==> src/rtl/mem_arb_pkg.sv <==
// Shared codes for the memory port arbiter: FSM states, owner ids, write sizes.
package mem_arb_pkg;

  localparam logic [1:0] ST_IDLE     = 2'd0;
  localparam logic [1:0] ST_RD_WAIT  = 2'd1;
  localparam logic [1:0] ST_WR_WAIT  = 2'd2;
  localparam logic [1:0] ST_RESP_ERR = 2'd3;

  localparam logic [1:0] OWN_NONE = 2'd0;
  localparam logic [1:0] OWN_IF   = 2'd1;
  localparam logic [1:0] OWN_D    = 2'd2;
  localparam logic [1:0] OWN_DBG  = 2'd3;

  localparam logic [1:0] WS_READ = 2'd0;
  localparam logic [1:0] WS_BYTE = 2'd1;
  localparam logic [1:0] WS_HALF = 2'd2;
  localparam logic [1:0] WS_WORD = 2'd3;

  // Halves need an even address, words a multiple of four; bytes and reads always pass.
  function automatic logic wr_misaligned(input logic [1:0] wsize, input logic [1:0] a_lo);
    case (wsize)
      WS_HALF: wr_misaligned = a_lo[0];
      WS_WORD: wr_misaligned = |a_lo;
      default: wr_misaligned = 1'b0;
    endcase
  endfunction

endpackage

==> src/rtl/mem_port_arbiter_if.sv <==
// Bundle of requester handshakes and memory-side signals around the arbiter.
interface mem_port_arbiter_if #(
  parameter int ADDR_W = 32,
  parameter int DATA_W = 32
);
  // instruction fetch
  logic              if_req;
  logic [ADDR_W-1:0] if_addr;
  logic              if_gnt;
  logic              if_rvalid;
  logic [DATA_W-1:0] if_rdata;
  logic              if_err;
  // load/store
  logic              d_req;
  logic [ADDR_W-1:0] d_addr;
  logic [1:0]        d_wsize;
  logic [DATA_W-1:0] d_wdata;
  logic              d_gnt;
  logic              d_rvalid;
  logic [DATA_W-1:0] d_rdata;
  logic              d_err;
  // debug reader
  logic              dbg_req;
  logic [ADDR_W-1:0] dbg_addr;
  logic              dbg_rvalid;
  logic [DATA_W-1:0] dbg_rdata;
  // memory
  logic [ADDR_W-1:0] mem_address;
  logic [1:0]        mem_write;
  logic [DATA_W-1:0] mem_wdata;
  logic [DATA_W-1:0] mem_rdata;
  logic              mem_done;
  logic              mem_error;
  // status
  logic              busy;
  logic [1:0]        owner;

  // Requesters and memory drive from this side.
  modport master (
    output if_req, if_addr, d_req, d_addr, d_wsize, d_wdata, dbg_req, dbg_addr,
           mem_rdata, mem_done, mem_error,
    input  if_gnt, if_rvalid, if_rdata, if_err, d_gnt, d_rvalid, d_rdata, d_err,
           dbg_rvalid, dbg_rdata, mem_address, mem_write, mem_wdata, busy, owner
  );

  // The arbiter itself.
  modport slave (
    input  if_req, if_addr, d_req, d_addr, d_wsize, d_wdata, dbg_req, dbg_addr,
           mem_rdata, mem_done, mem_error,
    output if_gnt, if_rvalid, if_rdata, if_err, d_gnt, d_rvalid, d_rdata, d_err,
           dbg_rvalid, dbg_rdata, mem_address, mem_write, mem_wdata, busy, owner
  );
endinterface

==> src/rtl/mem_arb_timer.sv <==
// Loadable down-counter; o_expired is high while the count sits at zero.
module mem_arb_timer #(
  parameter int CNT_W = 4
) (
  input  logic             clk,
  input  logic             rst,
  input  logic             i_load,
  input  logic [CNT_W-1:0] i_val,
  output logic             o_expired
);
  logic [CNT_W-1:0] r_cnt;

  // Load wins over counting; the count parks at zero.
  always_ff @(posedge clk or posedge rst) begin
    if (rst)               r_cnt <= '0;
    else if (i_load)       r_cnt <= i_val;
    else if (r_cnt != '0)  r_cnt <= r_cnt - 1'b1;
  end

  assign o_expired = (r_cnt == '0);
endmodule

==> src/rtl/mem_port_arbiter.sv <==
// Single-port memory arbiter: D > IF > DBG, one transaction in flight,
// handshake-based completion with write timeout and alignment checking.
module mem_port_arbiter
  import mem_arb_pkg::*;
#(
  parameter int ADDR_W     = 32,
  parameter int DATA_W     = 32,
  parameter int RD_LAT     = 2,
  parameter int WR_TIMEOUT = 15
) (
  input  logic               clk,
  input  logic               rst,
  mem_port_arbiter_if.slave  bus
);
  localparam int MAXC  = (RD_LAT > WR_TIMEOUT) ? RD_LAT : WR_TIMEOUT;
  localparam int CNT_W = $clog2(MAXC + 1);
  // Read waits RD_LAT+1 cycles in total (count hits zero on the last one).
  localparam logic [CNT_W-1:0] LD_RD  = CNT_W'(RD_LAT);
  localparam logic [CNT_W-1:0] LD_WR  = CNT_W'(WR_TIMEOUT - 1);
  // Error response is held two cycles so it never arrives sooner than the fastest real access.
  localparam logic [CNT_W-1:0] LD_ERR = CNT_W'(1);

  logic [1:0]        r_state;
  logic [1:0]        r_owner;
  logic              r_quiet;
  logic              r_err_acc;
  logic [ADDR_W-1:0] r_mem_address;
  logic [1:0]        r_mem_write;
  logic [DATA_W-1:0] r_mem_wdata;
  logic              r_if_gnt, r_if_rvalid, r_if_err;
  logic              r_d_gnt, r_d_rvalid, r_d_err;
  logic              r_dbg_rvalid;
  logic [DATA_W-1:0] r_if_rdata, r_d_rdata, r_dbg_rdata;

  logic              w_idle, w_d_win, w_if_win, w_dbg_win, w_d_wr, w_d_mis, w_load, w_exp;
  logic [CNT_W-1:0]  w_load_val;

  assign w_idle    = (r_state == ST_IDLE);
  assign w_d_win   = w_idle & bus.d_req;
  assign w_if_win  = w_idle & ~bus.d_req & bus.if_req;
  assign w_dbg_win = w_idle & ~bus.d_req & ~bus.if_req & bus.dbg_req & r_quiet;
  assign w_d_wr    = (bus.d_wsize != WS_READ);
  assign w_d_mis   = wr_misaligned(bus.d_wsize, bus.d_addr[1:0]);
  assign w_load    = w_d_win | w_if_win | w_dbg_win;

  // Pick the timer reload for the transaction being granted.
  always_comb begin
    w_load_val = LD_RD;
    if (w_d_win && w_d_wr) w_load_val = w_d_mis ? LD_ERR : LD_WR;
  end

  mem_arb_timer #(.CNT_W(CNT_W)) u_timer (
    .clk       (clk),
    .rst       (rst),
    .i_load    (w_load),
    .i_val     (w_load_val),
    .o_expired (w_exp)
  );

  // DBG may only take the port after IF and D have both been quiet for a full cycle.
  always_ff @(posedge clk or posedge rst) begin
    if (rst) r_quiet <= 1'b0;
    else     r_quiet <= ~bus.if_req & ~bus.d_req;
  end

  // Transaction FSM: grant, wait on read latency / write done / timeout, deliver response.
  always_ff @(posedge clk or posedge rst) begin
    if (rst) begin
      r_state       <= ST_IDLE;
      r_owner       <= OWN_NONE;
      r_err_acc     <= 1'b0;
      r_mem_address <= '0;
      r_mem_write   <= WS_READ;
      r_mem_wdata   <= '0;
      r_if_gnt      <= 1'b0;
      r_if_rvalid   <= 1'b0;
      r_if_err      <= 1'b0;
      r_d_gnt       <= 1'b0;
      r_d_rvalid    <= 1'b0;
      r_d_err       <= 1'b0;
      r_dbg_rvalid  <= 1'b0;
      r_if_rdata    <= '0;
      r_d_rdata     <= '0;
      r_dbg_rdata   <= '0;
    end else begin
      r_if_gnt     <= 1'b0;
      r_d_gnt      <= 1'b0;
      r_if_rvalid  <= 1'b0;
      r_if_err     <= 1'b0;
      r_d_rvalid   <= 1'b0;
      r_d_err      <= 1'b0;
      r_dbg_rvalid <= 1'b0;
      case (r_state)
        ST_IDLE: begin
          r_err_acc <= 1'b0;
          if (w_d_win) begin
            r_d_gnt       <= 1'b1;
            r_owner       <= OWN_D;
            r_mem_address <= bus.d_addr;
            r_mem_wdata   <= w_d_wr ? bus.d_wdata : '0;
            if (!w_d_wr) begin
              r_state     <= ST_RD_WAIT;
              r_mem_write <= WS_READ;
            end else if (w_d_mis) begin
              r_state     <= ST_RESP_ERR;
              r_mem_write <= WS_READ;
            end else begin
              r_state     <= ST_WR_WAIT;
              r_mem_write <= bus.d_wsize;
            end
          end else if (w_if_win) begin
            r_if_gnt      <= 1'b1;
            r_owner       <= OWN_IF;
            r_mem_address <= bus.if_addr;
            r_mem_wdata   <= '0;
            r_mem_write   <= WS_READ;
            r_state       <= ST_RD_WAIT;
          end else if (w_dbg_win) begin
            r_owner       <= OWN_DBG;
            r_mem_address <= bus.dbg_addr;
            r_mem_wdata   <= '0;
            r_mem_write   <= WS_READ;
            r_state       <= ST_RD_WAIT;
          end
        end
        ST_RD_WAIT: begin
          r_err_acc <= r_err_acc | bus.mem_error;
          if (w_exp) begin
            case (r_owner)
              OWN_IF: begin
                r_if_rdata  <= bus.mem_rdata;
                r_if_rvalid <= 1'b1;
                r_if_err    <= r_err_acc | bus.mem_error;
              end
              OWN_D: begin
                r_d_rdata  <= bus.mem_rdata;
                r_d_rvalid <= 1'b1;
                r_d_err    <= r_err_acc | bus.mem_error;
              end
              default: begin
                r_dbg_rdata  <= bus.mem_rdata;
                r_dbg_rvalid <= 1'b1;
              end
            endcase
            r_owner <= OWN_NONE;
            r_state <= ST_IDLE;
          end
        end
        ST_WR_WAIT: begin
          if (bus.mem_done) begin
            r_mem_write <= WS_READ;
            r_d_rvalid  <= 1'b1;
            r_d_err     <= bus.mem_error;
            r_owner     <= OWN_NONE;
            r_state     <= ST_IDLE;
          end else if (w_exp) begin
            r_mem_write <= WS_READ;
            r_d_rvalid  <= 1'b1;
            r_d_err     <= 1'b1;
            r_owner     <= OWN_NONE;
            r_state     <= ST_IDLE;
          end
        end
        ST_RESP_ERR: begin
          if (w_exp) begin
            r_d_rvalid <= 1'b1;
            r_d_err    <= 1'b1;
            r_owner    <= OWN_NONE;
            r_state    <= ST_IDLE;
          end
        end
        default: begin
          r_mem_write <= WS_READ;
          r_owner     <= OWN_NONE;
          r_state     <= ST_IDLE;
        end
      endcase
    end
  end

  assign bus.if_gnt      = r_if_gnt;
  assign bus.if_rvalid   = r_if_rvalid;
  assign bus.if_rdata    = r_if_rdata;
  assign bus.if_err      = r_if_err;
  assign bus.d_gnt       = r_d_gnt;
  assign bus.d_rvalid    = r_d_rvalid;
  assign bus.d_rdata     = r_d_rdata;
  assign bus.d_err       = r_d_err;
  assign bus.dbg_rvalid  = r_dbg_rvalid;
  assign bus.dbg_rdata   = r_dbg_rdata;
  assign bus.mem_address = r_mem_address;
  assign bus.mem_write   = r_mem_write;
  assign bus.mem_wdata   = r_mem_wdata;
  assign bus.busy        = ~w_idle;
  assign bus.owner       = r_owner;
endmodule

==> src/flat_wrapper.sv <==
// flat-port wrapper written by rule: the top's interface ports become plain ports
module mem_port_arbiter_flat import mem_arb_pkg::*;
#(
  parameter int ADDR_W     = 32,
  parameter int DATA_W     = 32,
  parameter int RD_LAT     = 2,
  parameter int WR_TIMEOUT = 15
)
  (clk, rst, bus_if_req, bus_if_addr, bus_d_req, bus_d_addr, bus_d_wsize, bus_d_wdata, bus_dbg_req, bus_dbg_addr, bus_mem_rdata, bus_mem_done, bus_mem_error, bus_if_gnt, bus_if_rvalid, bus_if_rdata, bus_if_err, bus_d_gnt, bus_d_rvalid, bus_d_rdata, bus_d_err, bus_dbg_rvalid, bus_dbg_rdata, bus_mem_address, bus_mem_write, bus_mem_wdata, bus_busy, bus_owner);
  mem_port_arbiter_if #(.ADDR_W(ADDR_W), .DATA_W(DATA_W)) bus_i ();
  input  logic clk;
  input  logic rst;
  input wire logic [$bits(bus_i.if_req)-1:0] bus_if_req;
  input wire logic [$bits(bus_i.if_addr)-1:0] bus_if_addr;
  input wire logic [$bits(bus_i.d_req)-1:0] bus_d_req;
  input wire logic [$bits(bus_i.d_addr)-1:0] bus_d_addr;
  input wire logic [$bits(bus_i.d_wsize)-1:0] bus_d_wsize;
  input wire logic [$bits(bus_i.d_wdata)-1:0] bus_d_wdata;
  input wire logic [$bits(bus_i.dbg_req)-1:0] bus_dbg_req;
  input wire logic [$bits(bus_i.dbg_addr)-1:0] bus_dbg_addr;
  input wire logic [$bits(bus_i.mem_rdata)-1:0] bus_mem_rdata;
  input wire logic [$bits(bus_i.mem_done)-1:0] bus_mem_done;
  input wire logic [$bits(bus_i.mem_error)-1:0] bus_mem_error;
  output wire logic [$bits(bus_i.if_gnt)-1:0] bus_if_gnt;
  output wire logic [$bits(bus_i.if_rvalid)-1:0] bus_if_rvalid;
  output wire logic [$bits(bus_i.if_rdata)-1:0] bus_if_rdata;
  output wire logic [$bits(bus_i.if_err)-1:0] bus_if_err;
  output wire logic [$bits(bus_i.d_gnt)-1:0] bus_d_gnt;
  output wire logic [$bits(bus_i.d_rvalid)-1:0] bus_d_rvalid;
  output wire logic [$bits(bus_i.d_rdata)-1:0] bus_d_rdata;
  output wire logic [$bits(bus_i.d_err)-1:0] bus_d_err;
  output wire logic [$bits(bus_i.dbg_rvalid)-1:0] bus_dbg_rvalid;
  output wire logic [$bits(bus_i.dbg_rdata)-1:0] bus_dbg_rdata;
  output wire logic [$bits(bus_i.mem_address)-1:0] bus_mem_address;
  output wire logic [$bits(bus_i.mem_write)-1:0] bus_mem_write;
  output wire logic [$bits(bus_i.mem_wdata)-1:0] bus_mem_wdata;
  output wire logic [$bits(bus_i.busy)-1:0] bus_busy;
  output wire logic [$bits(bus_i.owner)-1:0] bus_owner;
  assign bus_i.if_req = bus_if_req;
  assign bus_i.if_addr = bus_if_addr;
  assign bus_i.d_req = bus_d_req;
  assign bus_i.d_addr = bus_d_addr;
  assign bus_i.d_wsize = bus_d_wsize;
  assign bus_i.d_wdata = bus_d_wdata;
  assign bus_i.dbg_req = bus_dbg_req;
  assign bus_i.dbg_addr = bus_dbg_addr;
  assign bus_i.mem_rdata = bus_mem_rdata;
  assign bus_i.mem_done = bus_mem_done;
  assign bus_i.mem_error = bus_mem_error;
  assign bus_if_gnt = bus_i.if_gnt;
  assign bus_if_rvalid = bus_i.if_rvalid;
  assign bus_if_rdata = bus_i.if_rdata;
  assign bus_if_err = bus_i.if_err;
  assign bus_d_gnt = bus_i.d_gnt;
  assign bus_d_rvalid = bus_i.d_rvalid;
  assign bus_d_rdata = bus_i.d_rdata;
  assign bus_d_err = bus_i.d_err;
  assign bus_dbg_rvalid = bus_i.dbg_rvalid;
  assign bus_dbg_rdata = bus_i.dbg_rdata;
  assign bus_mem_address = bus_i.mem_address;
  assign bus_mem_write = bus_i.mem_write;
  assign bus_mem_wdata = bus_i.mem_wdata;
  assign bus_busy = bus_i.busy;
  assign bus_owner = bus_i.owner;
  mem_port_arbiter #(.ADDR_W(ADDR_W), .DATA_W(DATA_W), .RD_LAT(RD_LAT), .WR_TIMEOUT(WR_TIMEOUT)) u_core (.clk(clk), .rst(rst), .bus(bus_i));
endmodule
==> config.mk <==
export PLATFORM = sky130hd
export DESIGN_NAME = mem_port_arbiter_flat
export DESIGN_NICKNAME = d
export VERILOG_FILES = /design/src/rtl/mem_arb_pkg.sv /design/src/rtl/mem_port_arbiter_if.sv /design/src/rtl/mem_arb_timer.sv /design/src/rtl/mem_port_arbiter.sv /design/src/flat_wrapper.sv
export SDC_FILE = /design/constraint.sdc
export NUM_CORES = 1
export LEC_CHECK = 0
export ABC_AREA = 1
export CAP_MARGIN = 30
export CORE_UTILIZATION = 42
export DETAILED_ROUTE_END_ITERATION = 12
export PLACE_DENSITY_LB_ADDON = 0.25
export SETUP_SLACK_MARGIN = 0.2
export SLEW_MARGIN = 30
export SYNTH_ARGS = -nofsm -noshare
export SYNTH_HDL_FRONTEND = slang
export SYNTH_SLANG_ARGS = --single-unit
==> constraint.sdc <==
create_clock -name clk -period 7.57 [get_ports clk]
set_clock_uncertainty 0.2 [all_clocks]
set_input_delay 1.514 -clock clk [delete_from_list [all_inputs] [get_ports clk]]
set_output_delay 1.514 -clock clk [all_outputs]
set_load 0.005 [all_outputs]
==> results.sh <==
export IMPL_syn_area_per_cell_sq_um=8.52
export IMPL_synth_common_cells="388 x nand2_1, 179 x dfrtp_1, 81 x nand3_1"
export IMPL_area_delta_synth_final_pct=55.3
export IMPL_grt_pass1_vias=6748
export IMPL_clock_latency_ns=0.42
export IMPL_htreeDepth=4
export IMPL_syn_nets=1046
export IMPL_ff2ff_path_depth=8
export IMPL_worst_pin_slew_ns=0.828
export IMPL_cp_data_arrival_time_ns=2.02
export IMPL_final_hold_viol_count=0
export IMPL_synth_area_sq_um=7440
export IMPL_powerDensity_nw_per_um2=369
export IMPL_status="finished clean"
export IMPL_yosysSeqAreaShare_pct=60.2
export IMPL_fmax_mhz=268
export IMPL_pwr_share_clk_pct=19.8
export IMPL_multi_input_area_sq_um=2560
export IMPL_postCtsSetupBuffers=0
export IMPL_peakVddDrop_mv=0.192
export IMPL_yosys_area_top_type="dfrtp_1"
export IMPL_via_per_inst=4.81
export IMPL_clk_pin_slew_ns=0.07
export IMPL_period_share_pct=49.3
export IMPL_busiest_layer="met2"
export IMPL_numCtsBuffers=17
export IMPL_nFillCells=1438
export IMPL_whs_path_depth=2
export IMPL_diodes=0
export IMPL_required_ns=5.86
export IMPL_slew_viol_final=0
export IMPL_min_period_ns=3.73
export IMPL_synth_top_area_share_pct=60.2
export IMPL_nets=1366
export IMPL_drcViolationCount=0
export IMPL_worstPathMaxFanout=42
export IMPL_grt_use_met1_pct=28.0
export IMPL_wl_per_cell_um=15.2
export IMPL_rsz0062_at_grt="false"
export IMPL_synth_edf_count=0
export IMPL_crit_type="flip-flop to output port"
export IMPL_use_met2_pct=41.5
export IMPL_clock_root_buffer="clkbuf_16"
export IMPL_gp_congestion=0.813
export IMPL_p_sw_share_pct=33.7
export IMPL_fin_setup_tns_ns=0
export IMPL_p_int_mw=2.83
export IMPL_finalWorstSetupSlack_ns=3.84
export IMPL_overflow=0
export IMPL_setup_violations_final=0
export IMPL_io_pins=341
export IMPL_dr_pass1_iters=5
export IMPL_power_switching_mw=1.44
export IMPL_dieArea_sq_um=18300
export IMPL_p_leak_nw=5.65
export IMPL_vias=6882
export IMPL_yosysWarnings=0
export IMPL_ant_nets=0
export IMPL_cts_sinks=179
export IMPL_combPwrFrac_pct=42.4
export IMPL_netlist_cell_type_count=24
export IMPL_hpwl_um=15600
export IMPL_register_area_sq_um=4480
export IMPL_crit_path_end_kind="output port"
export IMPL_synthCells=874
export IMPL_die_y_um=135
export IMPL_synth_async_sr_flop_share_pct=100
export IMPL_critPathLaunchType="flip-flop"
export IMPL_place_ws_ns=3.53
export IMPL_yosys_most_used_dff="dfrtp_1"
export IMPL_cts_tree="built"
export IMPL_numPortBuffers=340
export IMPL_postCtsHoldBufs=0
export IMPL_drt_total_wl_um=21700
export IMPL_grt_max_degree=120
export IMPL_drv_cap=0
export IMPL_final_util_pct=66.9
export IMPL_synth_most_common_cell="nand2_1"
export IMPL_start_util_pct=43.0
export IMPL_synth_seq_cells=179
export IMPL_first_iter_violations=393
export IMPL_grtUsageMet3_pct=7.63
export IMPL_slew_headroom_pct=44.6
export IMPL_power_frac_seq_pct=37.8
export IMPL_track_usage_pct=24.2
export IMPL_cts_resized_gates=0
export IMPL_min_path_type="flip-flop to flip-flop"
export IMPL_antenna_found_initial=0
export IMPL_coreArea_sq_um=17300
export IMPL_cts_max_path_buffers=2
export IMPL_yosys_top_cells_area="dfrtp_1 60%, nand2_1 20%, nand3_1 5.4%, o21ai_0 4.7%, inv_1 2.6%"
export IMPL_grt_pass1_wl_um=34000
export IMPL_rows=48
export IMPL_die_w_um=135
export IMPL_drive_gt1_share_pct=4.56
## final cells by class
cell class | count | area share, %
tap | 225 | 2.43
sequential | 179 | 38.7
clock inverter | 14 | 1.15
clock buffer | 18 | 3.80
timing repair buffer | 348 | 29.9
inverter | 54 | 1.82
multi-input combinational | 594 | 22.1
## final timing paths
kind / to / slack [ns] / start
max in group asynchronous: u_core.bus.mem_write[0]$_DFFE_PP0P_ / 4.36 / rst
worst max-delay path: bus_busy / 3.84 / u_core.r_state[0]$_DFFE_PP0P_
worst min register to register: u_core.bus.mem_wdata[8]$_DFFE_PP0P_ / 0.27 / u_core.bus.mem_wdata[8]$_DFFE_PP0P_
worst max register to register: u_core.bus.mem_address[31]$_DFFE_PP0P_ / 4.82 / u_core.r_state[0]$_DFFE_PP0P_
min in group asynchronous: u_core.bus.mem_wdata[28]$_DFFE_PP0P_ / 1.43 / rst
worst min-delay path: u_core.bus.mem_wdata[8]$_DFFE_PP0P_ / 0.27 / u_core.bus.mem_wdata[8]$_DFFE_PP0P_
## state kept, by name, indices dropped and copies added, names as in the netlist, 2 cells and up
| register | count |
|---|---|
| u_core.bus.d_rdata | 32 |
| u_core.bus.dbg_rdata | 32 |
| u_core.bus.if_rdata | 32 |
| u_core.bus.mem_address | 32 |
| u_core.bus.mem_wdata | 32 |
| u_core.bus.mem_write | 2 |
| u_core.bus.owner | 2 |
| u_core.r_state | 2 |
| u_core.u_timer.r_cnt | 4 |
## cell families after synthesis
group	synth area share, %
AO/OA/AOI/OAI	7.09
XOR/XNOR	0.118
adder cells (fa/ha/maj)	0.504
buffers and inverters	5.80
flip-flops	60.2
AND/OR/NAND/NOR	26.3
## routing by layer
layer	wire, um	share of wire (%)
met1	8580	39
met2	10700	49
met3	1910	8.8
met4	510	2.3
met5	0	0
## through the flow
stage	instances	hold slack, ns	power [mW]	cell area (sq um)
after detailed placement	1400	0.257	3.45	11000
after CTS	1432	0.275	4.31	11600
after global routing	1432	0.294	4.57	11600
after floorplan	874	0.249	2.32	7440
final	1432	0.273	4.27	11600
after global placement	1400	0.253	3.40	11000
## power groups by stage
| stage | clock network [mW] | logic (mW) | registers [mW] |
|---|---|---|---|
| 3_3_place_gp | 0 | 1.79 | 1.61 |
| 5_1_grt | 0.905 | 2.00 | 1.66 |
| 2_1_floorplan | 0 | 0.681 | 1.64 |
| 4_1_cts | 0.864 | 1.83 | 1.62 |
| 3_5_place_dp | 0 | 1.83 | 1.62 |
| 6_report | 0.845 | 1.81 | 1.62 |
## cells in the final DEF, fill, tap and decap left out, types with 2 or more instances in the layout
cell type        Yosys  routed
nand2_1            388     386
clkdlybuf4s50_1      0     340
dfrtp_1            179     179
nand3_1             81      79
o21ai_0             70      70
inv_1               51      50
o21ai_1             27      27
clkbuf_16            0      17
nor2_1              10       9
buf_4                1       8
inv_6                0       5
a21oi_1              4       4
inv_8                0       4
inv_2                3       3
nand3_2              1       3
ha_1                 3       3
clkinv_4             0       3
nor2_4               2       2
nor2_2               1       2
nand2_2              0       2
nand3b_1             2       2
## critical path, cell delays in order, from the launching register on
cell             delay (ns)
dfrtp_1                0.47
nor2_4                 0.14
buf_4                  0.42
inv_1                  0.09
clkdlybuf4s50_1        0.46
Note: power is estimated with default switching activity, not from simulation.
